==> config.mk <==
export PLATFORM = sky130hd
export DESIGN_NAME = sram_like_responder
export DESIGN_NICKNAME = d
export VERILOG_FILES = /design/src/rtl/sram_like_responder_pkg.sv /design/src/rtl/sram_like_responder.sv
export SDC_FILE = /design/constraint.sdc
export NUM_CORES = 1
export LEC_CHECK = 0
export CAP_MARGIN = 20
export CORE_ASPECT_RATIO = 0.75
export CORE_MARGIN = 2
export CORE_UTILIZATION = 27
export CTS_CLUSTER_SIZE = 30
export DETAILED_ROUTE_END_ITERATION = 10
export GPL_TIMING_DRIVEN = 0
export PLACE_DENSITY = 0.72
export SLEW_MARGIN = 20
export SYNTH_ARGS = -nofsm -noshare
export SYNTH_HDL_FRONTEND = slang
export SYNTH_SLANG_ARGS = --single-unit
==> constraint.sdc <==
create_clock -name clk -period 1.8 [get_ports clk]
set_input_delay 0.18 -clock clk [delete_from_list [all_inputs] [get_ports clk]]
set_output_delay 0.18 -clock clk [all_outputs]
set_load 0.005 [all_outputs]
==> src/rtl/sram_like_responder_pkg.sv <==
// sram_like_responder_pkg: shared FSM states, access-size codes and wait-counter width
// for the sram-like responder and its SRAM model.
package sram_like_responder_pkg;

    typedef enum logic [1:0] {
        IDLE = 2'd0,
        BUSY = 2'd1,
        RESP = 2'd2
    } state_e;

    typedef enum logic [1:0] {
        SIZE_BYTE = 2'd0,
        SIZE_HALF = 2'd1,
        SIZE_WORD = 2'd2
    } size_e;

    localparam int CNT_W = 4;

endpackage

==> src/rtl/sram_like_responder.sv <==
// sram_like_responder: sram-like slave backed by a one-cycle synchronous SRAM,
// with a fixed number of wait states between acceptance and data_ok.
module sram_like_responder
    import sram_like_responder_pkg::*;
#(
    parameter int ADDR_W = 12,
    parameter int WAIT   = 0
) (
    input  logic              clk,
    input  logic              resetn,
    input  logic              data_req,
    input  logic              data_wr,
    input  logic [1:0]        data_size,
    input  logic [31:0]       data_addr,
    input  logic [31:0]       data_wdata,
    input  logic [3:0]        data_wstrb,
    output logic [31:0]       data_rdata,
    output logic              data_addr_ok,
    output logic              data_data_ok,
    output logic              ram_en,
    output logic [3:0]        ram_wen,
    output logic [ADDR_W-1:0] ram_addr,
    output logic [31:0]       ram_wdata,
    input  logic [31:0]       ram_rdata
);

    localparam logic [CNT_W-1:0] WAIT_C = CNT_W'(WAIT);

    state_e             state_q, state_d;
    logic [CNT_W-1:0]   cnt_q, cnt_d;
    logic               rd_q, rd_d;
    logic [31:0]        hold_q, hold_d;
    logic               unused_ok;

    assign unused_ok = ^{data_size, data_addr[31:ADDR_W+2], data_addr[1:0]};

    always_ff @(posedge clk or negedge resetn) begin
        if (!resetn) state_q <= IDLE;
        else         state_q <= state_d;
    end

    always_ff @(posedge clk or negedge resetn) begin
        if (!resetn) begin
            cnt_q  <= '0;
            rd_q   <= 1'b0;
            hold_q <= '0;
        end else begin
            cnt_q  <= cnt_d;
            rd_q   <= rd_d;
            hold_q <= hold_d;
        end
    end

    // rd_q marks the cycle after a read accept, the only cycle ram_rdata is captured
    always_comb begin
        state_d = data_addr_ok ? (WAIT == 0 ? RESP : BUSY)
                : state_q == BUSY ? (cnt_q == 1 ? RESP : BUSY)
                : IDLE;
        cnt_d   = data_addr_ok ? WAIT_C : state_q == BUSY ? cnt_q - 1'b1 : cnt_q;
        rd_d    = data_addr_ok && !data_wr;
        hold_d  = rd_q ? ram_rdata : hold_q;
    end

    // bypass the holding register in the capture cycle so WAIT=0 reads return data with data_ok
    always_comb begin
        data_addr_ok = resetn && data_req && (state_q == IDLE || state_q == RESP);
        data_data_ok = state_q == RESP;
        data_rdata   = rd_q ? ram_rdata : hold_q;
        ram_en       = data_addr_ok;
        ram_wen      = (data_addr_ok && data_wr) ? data_wstrb : 4'h0;
        ram_addr     = data_addr[ADDR_W+1:2];
        ram_wdata    = data_wdata;
    end

endmodule

==> impl_metrics.csv, run 1 <==
group,metric,value,unit
outcome,status,"complete, no violations",
timing,period_needed,1.70,ns
cells_and_area,n_antenna_cell,0,
setup_path,startpoint_type,"flop",
detailed_routing,vias,1494,
synth,synth_flop_cell,"dfrtp_1",
floorplanning,initial_core_util,27.9,%
global_routing,antenna_found_initial,0,
synth,yosysTopAreaCellShare,47.6,%
floorplanning,core_area,7330,sq um
cts,root_buffer,"clkbuf_8",
synth,synth.area.top_cells,"dfrtp_1 (48%), mux2_4 (22%), buf_4 (16%), buf_12 (2.9%), and3_1 (1.2%)",
detailed_routing,vias_per_cell,3.90,
detailed_routing,firstDrtPassIters,3,
cts,clkSinkCount,39,
floorplanning,die_h,79.4,microns
cts,path_clk_slew,0.08,ns
synth,yosys.area.top_type,"dfrtp_1",
cts,htree_levels,2,
timing,fmax,588,MHz
floorplanning,dieArea,8310,sq um
timing,finalClockSkew,0.00429,ns
cts,cts_inserted_buffers,5,
setup_path,worst-path-max-fanout,10,
min_path,hold_path_class,"in -> async",
cells_and_area,area_growth,73.6,%
setup_path,critPathArrivalTime,1.52,ns
place,gp_congestion,0.687,
synth,synthArstFlopShare,100,%
synth,yosysMostFrequentCell,"buf_4",
power,leakage,1.74,nW
setup_path,worstPathRequired,1.62,ns
power,powerDensity,760,nW/um^2
global_routing,grt_pass1_wl,8.16,mm
synth,ys.warnings.count,0,
synth,synth_seq_cells,39,
run,max_cap_viol_count,0,
synth,ys_types,22,
floorplanning,num_rows,27,
floorplanning,io_pins,189,
synth,syn_inst,147,
timing,slew_headroom,48.3,%
global_routing,grt_pass1_vias,1601,
place,hpwl,3.96,mm
cells_and_area,final_cells,383,
place,port_buffers,122,
cts,clock_latency,0.28,ns
timing,setup_viol,0,
timing,slew_viol_final,0,
detailed_routing,routed_wl,5.05,mm
detailed_routing,drt_iter0_markers,38,
cts,clockBufferDepth,2,
floorplanning,die_w,105,microns
detailed_routing,drt-wirelength-per-cell,13.2,microns
setup_path,worstSetupEndpointType,"output port",
synth,synth.cell_area,2050,sq um
setup_path,cpPeakStageDelay,0.37,ns
setup_path,crit_slowest_cell,"dfrtp_1",
cells_and_area,nNetsFinal,389,
setup_path,worstSetupPathType,"reg -> out",
cts,cts_tree,"yes",
synth,synth-edff-count,0,
global_routing,overflow,0,
timing,hold_viol_final,0,
timing,fin_crit_sh,94.5,%
place,placed_cells,371,
synth,yosysSeqAreaShare,47.6,%
synth,avgSynthCellArea,13.9,sq um
cells_and_area,fill_cells,672,
timing,max_slew.worst_pin.slew,0.773,ns
setup_path,path_cells,"buf_6 -> buf_12 -> mux2_4 -> dlygate4sd2_1",
detailed_routing,drc_errors,0,
synth,synth_nets,255,
cells_and_area,utilization,48.5,%
synth,synthTopCellsByCount,"buf_4 (45), dfrtp_1 (39), mux2_4 (30)",
cells_and_area,drive_gt1_share,34.4,%
global_routing,grt_max_degree,24,
global_routing,track_usage,12.4,%
detailed_routing,antenna_left,0,
power,peakVddDrop,0.000329,V
timing,rsz0062_at_grt,"no",
## logic make-up (layout without fill, tap and decap cells)
family | count (synthesis) | after routing | synth area share [%]
buf+inv | 52 | 187 | 20.5
flops | 39 | 39 | 47.6
compound gates | 4 | 4 | 0.977
simple gates | 16 | 16 | 5.62
xor+xnor | 1 | 1 | 0.428
fa+ha+maj | 2 | 2 | 1.22
mux | 33 | 33 | 23.6
## power breakdown
part / leakage [nW] / internal [mW] / switching [mW]
sequential: 0.475 / 1.01 / 0.0392
clock: 0.0654 / 0.554 / 0.302
combinational: 1.20 / 0.559 / 0.234
## path summary, 6_finish.rpt
kind,from,endpoint,slack (ns),cells past startpoint
max in group asynchronous,resetn,hold_q[15]$_DFF_PN0_,0.78,2
worst max-delay path,rd_q$_DFF_PN0_,data_rdata[26],0.1,4
min in group clk,resetn,cnt_q[2]$_DFFE_PN0P_,0.35,5
worst max register to register,cnt_q[0]$_DFFE_PN0P_,cnt_q[2]$_DFFE_PN0P_,0.69,5
worst min-delay path,resetn,hold_q[26]$_DFF_PN0_,0.08,3
worst min register to register,cnt_q[3]$_DFFE_PN0P_,cnt_q[3]$_DFFE_PN0P_,0.48,1
## routing by layer
layer / part of all wire, % / vias to the layer above / wire length (microns) / GRT usage, %
li1: - / 705 / - / -
met3: 8.7 / 7 / 440 / 4.57
met4: 0.97 / 0 / 49 / 3.47
met2: 48 / 88 / 2420 / 19.3
met5: 0 / - / 0 / 0
met1: 42 / 694 / 2140 / 16.3
## cells in the final DEF, fill, tap and decap left out, types with 2 or more instances in the layout
cell	instances
mux2_4	30
dfrtp_1	39
buf_12	4
clkbuf_8	5
clkdlybuf4s50_1	85
and3_1	4
dlygate4sd2_1	30
nand2_1	2
nand3_1	2
dlymetal6s2s_1	6
mux2_2	2
buf_4	48
nor2_1	3
ha_1	2
inv_1	2
o21ai_0	3
bufinv_16	2
## layout make-up
type | count | area, sq um | area share [%]
clock inverters | 2 | 60.1 | 1.69
repair buffers | 127 | 1250 | 35.0
plain buffers | 49 | 409 | 11.5
multi-input cells | 56 | 652 | 18.3
well taps | 101 | 126 | 3.55
flip-flops and latches | 39 | 976 | 27.4
clock buffers | 6 | 72.6 | 2.04
inverters | 3 | 13.8 | 0.387
## per-stage QoR
stage / hold slack (ns) / setup TNS, ns / total power, mW / instance area, sq um / setup slack, ns
floorplan: -0.116 / 0 / 1.43 / 2050 / 0.695
global placement: 0.467 / -37.11 / 1.94 / 3400 / -1.58
detailed placement: 0.148 / -0.633 / 1.96 / 3410 / -0.148
CTS: 0.347 / 0 / 2.76 / 3550 / 0.0167
global route: 0.124 / 0 / 2.87 / 3560 / 0.0277
finish: 0.0827 / 0 / 2.70 / 3560 / 0.0986
## what timing repair did
action	CTS	global route
setup endpoints to repair	35	6
hold buffers	2	0
cloned	0	0
gates resized for setup	32	6
hold endpoints to repair	16	0
buffers inserted	2	0
## sequential cells by signal (all words and copies together) (netlist names)
signal	flops
cnt_q	4
state_q	2
hold_q	32
rd_q	1
## worst max-delay path, delay by kind of cell (launching register included)
family,cells,cell delay [ns]
mux,1,0.30
flops,1,0.37
buf+inv,3,0.56
Power figures use the tool's default switching activity.
==> run 2, diff against run 1 <==
==> constraint.sdc (replaced) <==
create_clock -name clk -period 1.8 [get_ports clk]
set_input_delay 0.36 -clock clk [delete_from_list [all_inputs] [get_ports clk]]
set_output_delay 0.36 -clock clk [all_outputs]
set_load 0.005 [all_outputs]
==> impl_metrics.csv, run 2 (synthesis results as in run 1) <==
group,metric,value,unit
setup_path,startpoint,"rd_q$_DFF_PN0_",
timing,slew_headroom,47.5,%
cells_and_area,utilization,47.8,%
setup_path,rrSetupSlack,0.68,ns
place,gp_congestion,0.687,
floorplanning,die_w,105,microns
cells_and_area,final_cells,388,
cells_and_area,nNetsFinal,394,
timing,setup_viol,0,
setup_path,critPathArrivalTime,1.38,ns
cells_and_area,n_antenna_cell,0,
setup_path,worstSetupEndpointType,"output port",
floorplanning,dieArea,8310,sq um
detailed_routing,drc_errors,0,
timing,slew_viol_final,0,
timing,worst_slack,0.0585,ns
setup_path,worstPathRequired,1.44,ns
cts,cts_inserted_buffers,5,
place,place_ws,-0.508,ns
timing,finalClockSkew,0.00308,ns
place,placed_cells,371,
timing,period_needed,1.74,ns
timing,fin_crit_sh,96.8,%
outcome,status,"complete, no violations",
setup_path,worstSetupEndpoint,"data_rdata[5]",
floorplanning,core_area,7330,sq um
global_routing,overflow,0,
timing,rsz0062_at_grt,"yes",
cells_and_area,largest_reg_flops,32,
floorplanning,die_h,79.4,microns
cells_and_area,layout.cells.most_common,"clkdlybuf4s50_1",
global_routing,grt_max_degree,17,
cts,root_buffer,"clkbuf_8",
cells_and_area,layout_common_cells,"clkdlybuf4s50_1 (81), buf_4 (51), dfrtp_1 (39)",
floorplanning,num_rows,27,
cells_and_area,area_growth,70.9,%
cts,path_clk_slew,0.07,ns
cells_and_area,largest_registers,"hold_q (32), cnt_q (4), state_q (2)",
global_routing,antenna_found_initial,0,
cts,htree_levels,2,
timing,holdWs,0.103,ns
detailed_routing,antenna_left,0,
detailed_routing,vias_per_cell,3.90,
detailed_routing,firstDrtPassIters,3,
cts,clkSinkCount,39,
cts,clock_latency,0.29,ns
cts,cts_tree,"yes",
global_routing,track_usage,12.7,%
place,port_buffers,122,
place,postPlaceCellArea,3410,sq um
detailed_routing,vias,1513,
run,max_cap_viol_count,0,
floorplanning,initial_core_util,27.9,%
power,p_total,2.70,mW
timing,hold_viol_final,0,
setup_path,startpoint_type,"flop",
setup_path,r2r-start,"state_q[0]$_DFF_PN0_",
setup_path,r2r_end,"cnt_q[3]$_DFFE_PN0P_",
setup_path,worstSetupPathType,"reg -> out",
cells_and_area,drive_gt1_share,46.7,%
cells_and_area,final_area,3500,sq um
cells_and_area,regMostFlops,"hold_q",
detailed_routing,drt-wirelength-per-cell,13.4,microns
cts,clockBufferDepth,2,
timing,tns,0,ns
setup_path,reg2reg_depth,5,
timing,max_slew.worst_pin.slew,0.785,ns
min_path,hold_path_class,"in -> async",
timing,fmax,574,MHz
global_routing,grt_pass1_wl,8.27,mm
setup_path,worst-path-max-fanout,10,
place,hpwl,3.96,mm
detailed_routing,drt_iter0_markers,38,
global_routing,grt_pass1_vias,1605,
power,peakVddDrop,0.000333,V
power,powerDensity,772,nW/um^2
power,leakage,1.68,nW
detailed_routing,routed_wl,5.20,mm
floorplanning,io_pins,189,
==> run 2: cell count changes in the layout (fill, tap and decap cells not counted), moves of 2 or more <==
cell             before  now
clkdlybuf4s50_1      85   81
clkdlybuf4s15_1       0    2
dlygate4sd2_1        30    5
buf_4                48   51
buf_6                 1    5
dlymetal6s2s_1        6    0
clkbuf_2              0   30
==> run 2: where the power goes <==
part           leakage (nW)  internal (mW)  switching [mW]  total (mW)
Sequential            0.475           1.01          0.0404        1.05
Clock                0.0654          0.554           0.303       0.857
Combinational          1.14          0.546           0.247       0.794
Total                  1.68           2.11           0.591        2.70
==> run 2: timing repair <==
item / 4_1_cts / 5_1_grt
resized for setup: 79 / 39
endpoints found under the hold margin: 16 / 0
hold buffers: 2 / 0
setup endpoints to repair: 39 / 36
cloned: 1 / 0
buffers inserted: 5 / 1
==> run 2: how the worst min path moves through the flow <==
stage	startpoint	endpoint	slack (ns)	cells after the start
floorplan	resetn	cnt_q[0]$_DFFE_PN0P_	0.06	0
global placement	cnt_q[3]$_DFFE_PN0P_	cnt_q[3]$_DFFE_PN0P_	0.47	1
detailed placement	resetn	hold_q[2]$_DFF_PN0_	0.33	1
CTS	resetn	hold_q[25]$_DFF_PN0_	0.09	2
global route	resetn	hold_q[9]$_DFF_PN0_	0.09	2
finish	resetn	hold_q[7]$_DFF_PN0_	0.10	2
==> run 2: final cells by class <==
cell class / instances / area (sq um)
clock buffers: 6 / 72.6
inverters: 3 / 13.8
well taps: 101 / 126
multi-input cells: 56 / 656
repair buffers: 132 / 1190
flip-flops and latches: 39 / 976
clock inverters: 2 / 60.1
plain buffers: 49 / 409
fillers: 674 / 3830
==> run 2: critical path, stage by stage, from the launching register on <==
cell and delay (ns):
dfrtp_1 0.37, buf_6 0.14, buf_12 0.15, mux2_4 0.31, buf_6 0.12
==> run 2: per-layer routing <==
| layer | vias to the layer above | share of wire (%) | global-route usage (%) |
|---|---|---|---|
| li1 | 716 | - | - |
| met1 | 704 | 42 | 16.7 |
| met2 | 89 | 49 | 20.2 |
| met3 | 4 | 8.2 | 4.49 |
| met4 | 0 | 0.52 | 3.20 |
| met5 | - | 0 | 0 |
==> run 3, diff against run 2 <==
--- a/config.mk
+++ b/config.mk
@@ -11,7 +11,6 @@
 export CORE_UTILIZATION = 27
 export CTS_CLUSTER_SIZE = 30
 export DETAILED_ROUTE_END_ITERATION = 10
-export GPL_TIMING_DRIVEN = 0
 export PLACE_DENSITY = 0.72
 export SLEW_MARGIN = 20
 export SYNTH_ARGS = -nofsm -noshare
==> impl_metrics.csv, run 3 (synthesis results as in run 1) <==
group,metric,value,unit
outcome,status,"finished with violations",
outcome,violations,"setup timing",
global_routing,track_usage,11.1,%
cells_and_area,fill_cells,724,
timing,hold_viol_final,0,
cts,clock_latency,0.28,ns
setup_path,rrSetupSlack,0.41,ns
place,place_ws,-0.248,ns
setup_path,startpoint,"rd_q$_DFF_PN0_",
detailed_routing,dr_wl_met3,402,microns
power,pwr-share-seq,41.1,%
cells_and_area,nNetsFinal,328,
setup_path,worstPathRequired,1.44,ns
floorplanning,num_rows,27,
cells_and_area,seqCellArea,977,sq um
detailed_routing,drc_errors,0,
global_routing,grt_max_degree,40,
run,max_cap_viol_count,0,
global_routing,overflow,0,
setup_path,critPathArrivalTime,1.45,ns
floorplanning,io_pins,189,
timing,rsz0062_at_grt,"yes",
cells_and_area,largest_reg_flops,32,
setup_path,startpoint_type,"flop",
cts,root_buffer,"clkbuf_8",
timing,finalClockSkew,0.00529,ns
cells_and_area,largest_registers,"hold_q (32), cnt_q (4), state_q (2)",
detailed_routing,drt-wirelength-per-cell,14.2,microns
cells_and_area,layout_common_cells,"dfrtp_1 (38), clkdlybuf4s50_1 (37), mux2_4 (32), buf_6 (32), buf_4 (30)",
power,p_total,2.56,mW
floorplanning,die_w,105,microns
cells_and_area,regMostFlops,"hold_q",
detailed_routing,routed_wl,4.56,mm
detailed_routing,met2_length,2.10,mm
setup_path,r2r-start,"rd_q$_DFF_PN0_",
detailed_routing,antenna_left,0,
setup_path,worst-path-max-fanout,7,
detailed_routing,vias,1272,
setup_path,worstSetupEndpointType,"output port",
cells_and_area,final_area,3020,sq um
cells_and_area,area_growth,47.6,%
place,hpwl,3.03,mm
place,gp_congestion,0.711,
setup_path,worstSetupPathType,"reg -> out",
power,peakVddDrop,0.000350,V
timing,period_needed,1.81,ns
floorplanning,core_area,7330,sq um
cts,path_clk_slew,0.08,ns
power,leakage,1.43,nW
floorplanning,die_h,79.4,microns
detailed_routing,met1Wirelength,1.99,mm
global_routing,grt_pass1_vias,1379,
timing,slew_viol_final,0,
detailed_routing,maxUsedRoutingLayer,"met4",
setup_path,reg2reg_depth,5,
power,p_switching,0.596,mW
cells_and_area,drive_gt1_share,52.0,%
power,comb_power_share,35.2,%
cells_and_area,layout.cells.most_common,"dfrtp_1",
cts,htree_levels,2,
cells_and_area,multi_input_area,659,sq um
power,p_int,1.96,mW
timing,holdWs,0.200,ns
cts,clkSinkCount,39,
detailed_routing,firstDrtPassIters,2,
power,power.share.clock,23.7,%
detailed_routing,drt_iter0_markers,26,
detailed_routing,vias_per_cell,3.95,
cells_and_area,n_antenna_cell,0,
timing,slew_headroom,66.1,%
cts,cts_inserted_buffers,5,
cells_and_area,utilization,41.3,%
cts,clockBufferDepth,2,
timing,max_slew.worst_pin.slew,0.508,ns
floorplanning,initial_core_util,27.9,%
timing,worst_slack,-0.00880,ns
cts,cts_tree,"yes",
timing,setup_viol,15,
power,powerDensity,846,nW/um^2
floorplanning,dieArea,8310,sq um
power,switching_share,23.3,%
timing,fmax,553,MHz
setup_path,r2r_end,"hold_q[26]$_DFF_PN0_",
global_routing,grt_pass1_wl,7.10,mm
global_routing,antenna_found_initial,0,
place,postPlaceCellArea,2710,sq um
place,port_buffers,78,
timing,fin_crit_sh,100,%
min_path,hold_path_class,"in -> async",
==> run 3: cell types whose count changed in the layout (fill, tap and decap cells not counted), moves of 21 or more <==
cell             previous run  this run
clkdlybuf4s50_1            81        37
buf_6                       5        32
clkbuf_2                   30         3
buf_4                      51        30
==> run 3: layout make-up <==
class | instances | share of cell area [%]
clock buffer | 7 | 2.85
clock inverter | 1 | 0.165
timing repair buffer | 115 | 38.2
multi-input combinational | 56 | 21.8
inverter | 3 | 0.455
tap | 101 | 4.18
sequential | 39 | 32.3
==> run 3: repair_timing <==
action | 4_1_cts | 5_1_grt
setup endpoints to repair | 39 | 37
endpoints found under the hold margin | 0 | 0
resized for setup | 169 | 8
setup buffers | 13 | 3
hold buffers | 0 | 0
cloned | 3 | 0
==> run 3: power by group through the flow <==
stage	Clock [mW]	Combinational, mW	Sequential [mW]
floorplan	0	0.371	1.05
global placement	0	0.767	1.06
detailed placement	0	0.778	1.07
CTS	0.643	0.908	1.05
global route	0.682	0.962	1.07
finish	0.605	0.902	1.05
==> run 3: worst max-delay path, cell delays in order (launching register included) <==
cell	delay (ns)
dfrtp_2	0.45
buf_12	0.14
buf_12	0.14
mux2_4	0.31
buf_6	0.12
==> run 3: how the worst max path moves through the flow <==
| stage | to | slack [ns] | cells past startpoint |
|---|---|---|---|
| final | data_rdata[15] | -0.009 | 4 |
| after CTS | data_rdata[29] | -0.12 | 4 |
| after detailed placement | ram_wen[1] | -0.25 | 5 |
| after floorplan | data_rdata[0] | 0.51 | 3 |
| after global placement | ram_wen[3] | -0.24 | 5 |
| after global routing | data_rdata[18] | -0.07 | 4 |
==> run 3: layer usage <==
layer / vias up / global-route usage (%)
li1: 583 / -
met4: 0 / 4.00
met1: 614 / 13.5
met3: 15 / 4.65
met2: 60 / 18.0
met5: - / 0
==> run 3: stage by stage <==
step / std cells / setup TNS [ns]
finish: 322 / -0.0399
global route: 322 / -1.47
CTS: 320 / -0.951
detailed placement: 296 / -2.48
global placement: 296 / -2.25
floorplan: 147 / 0
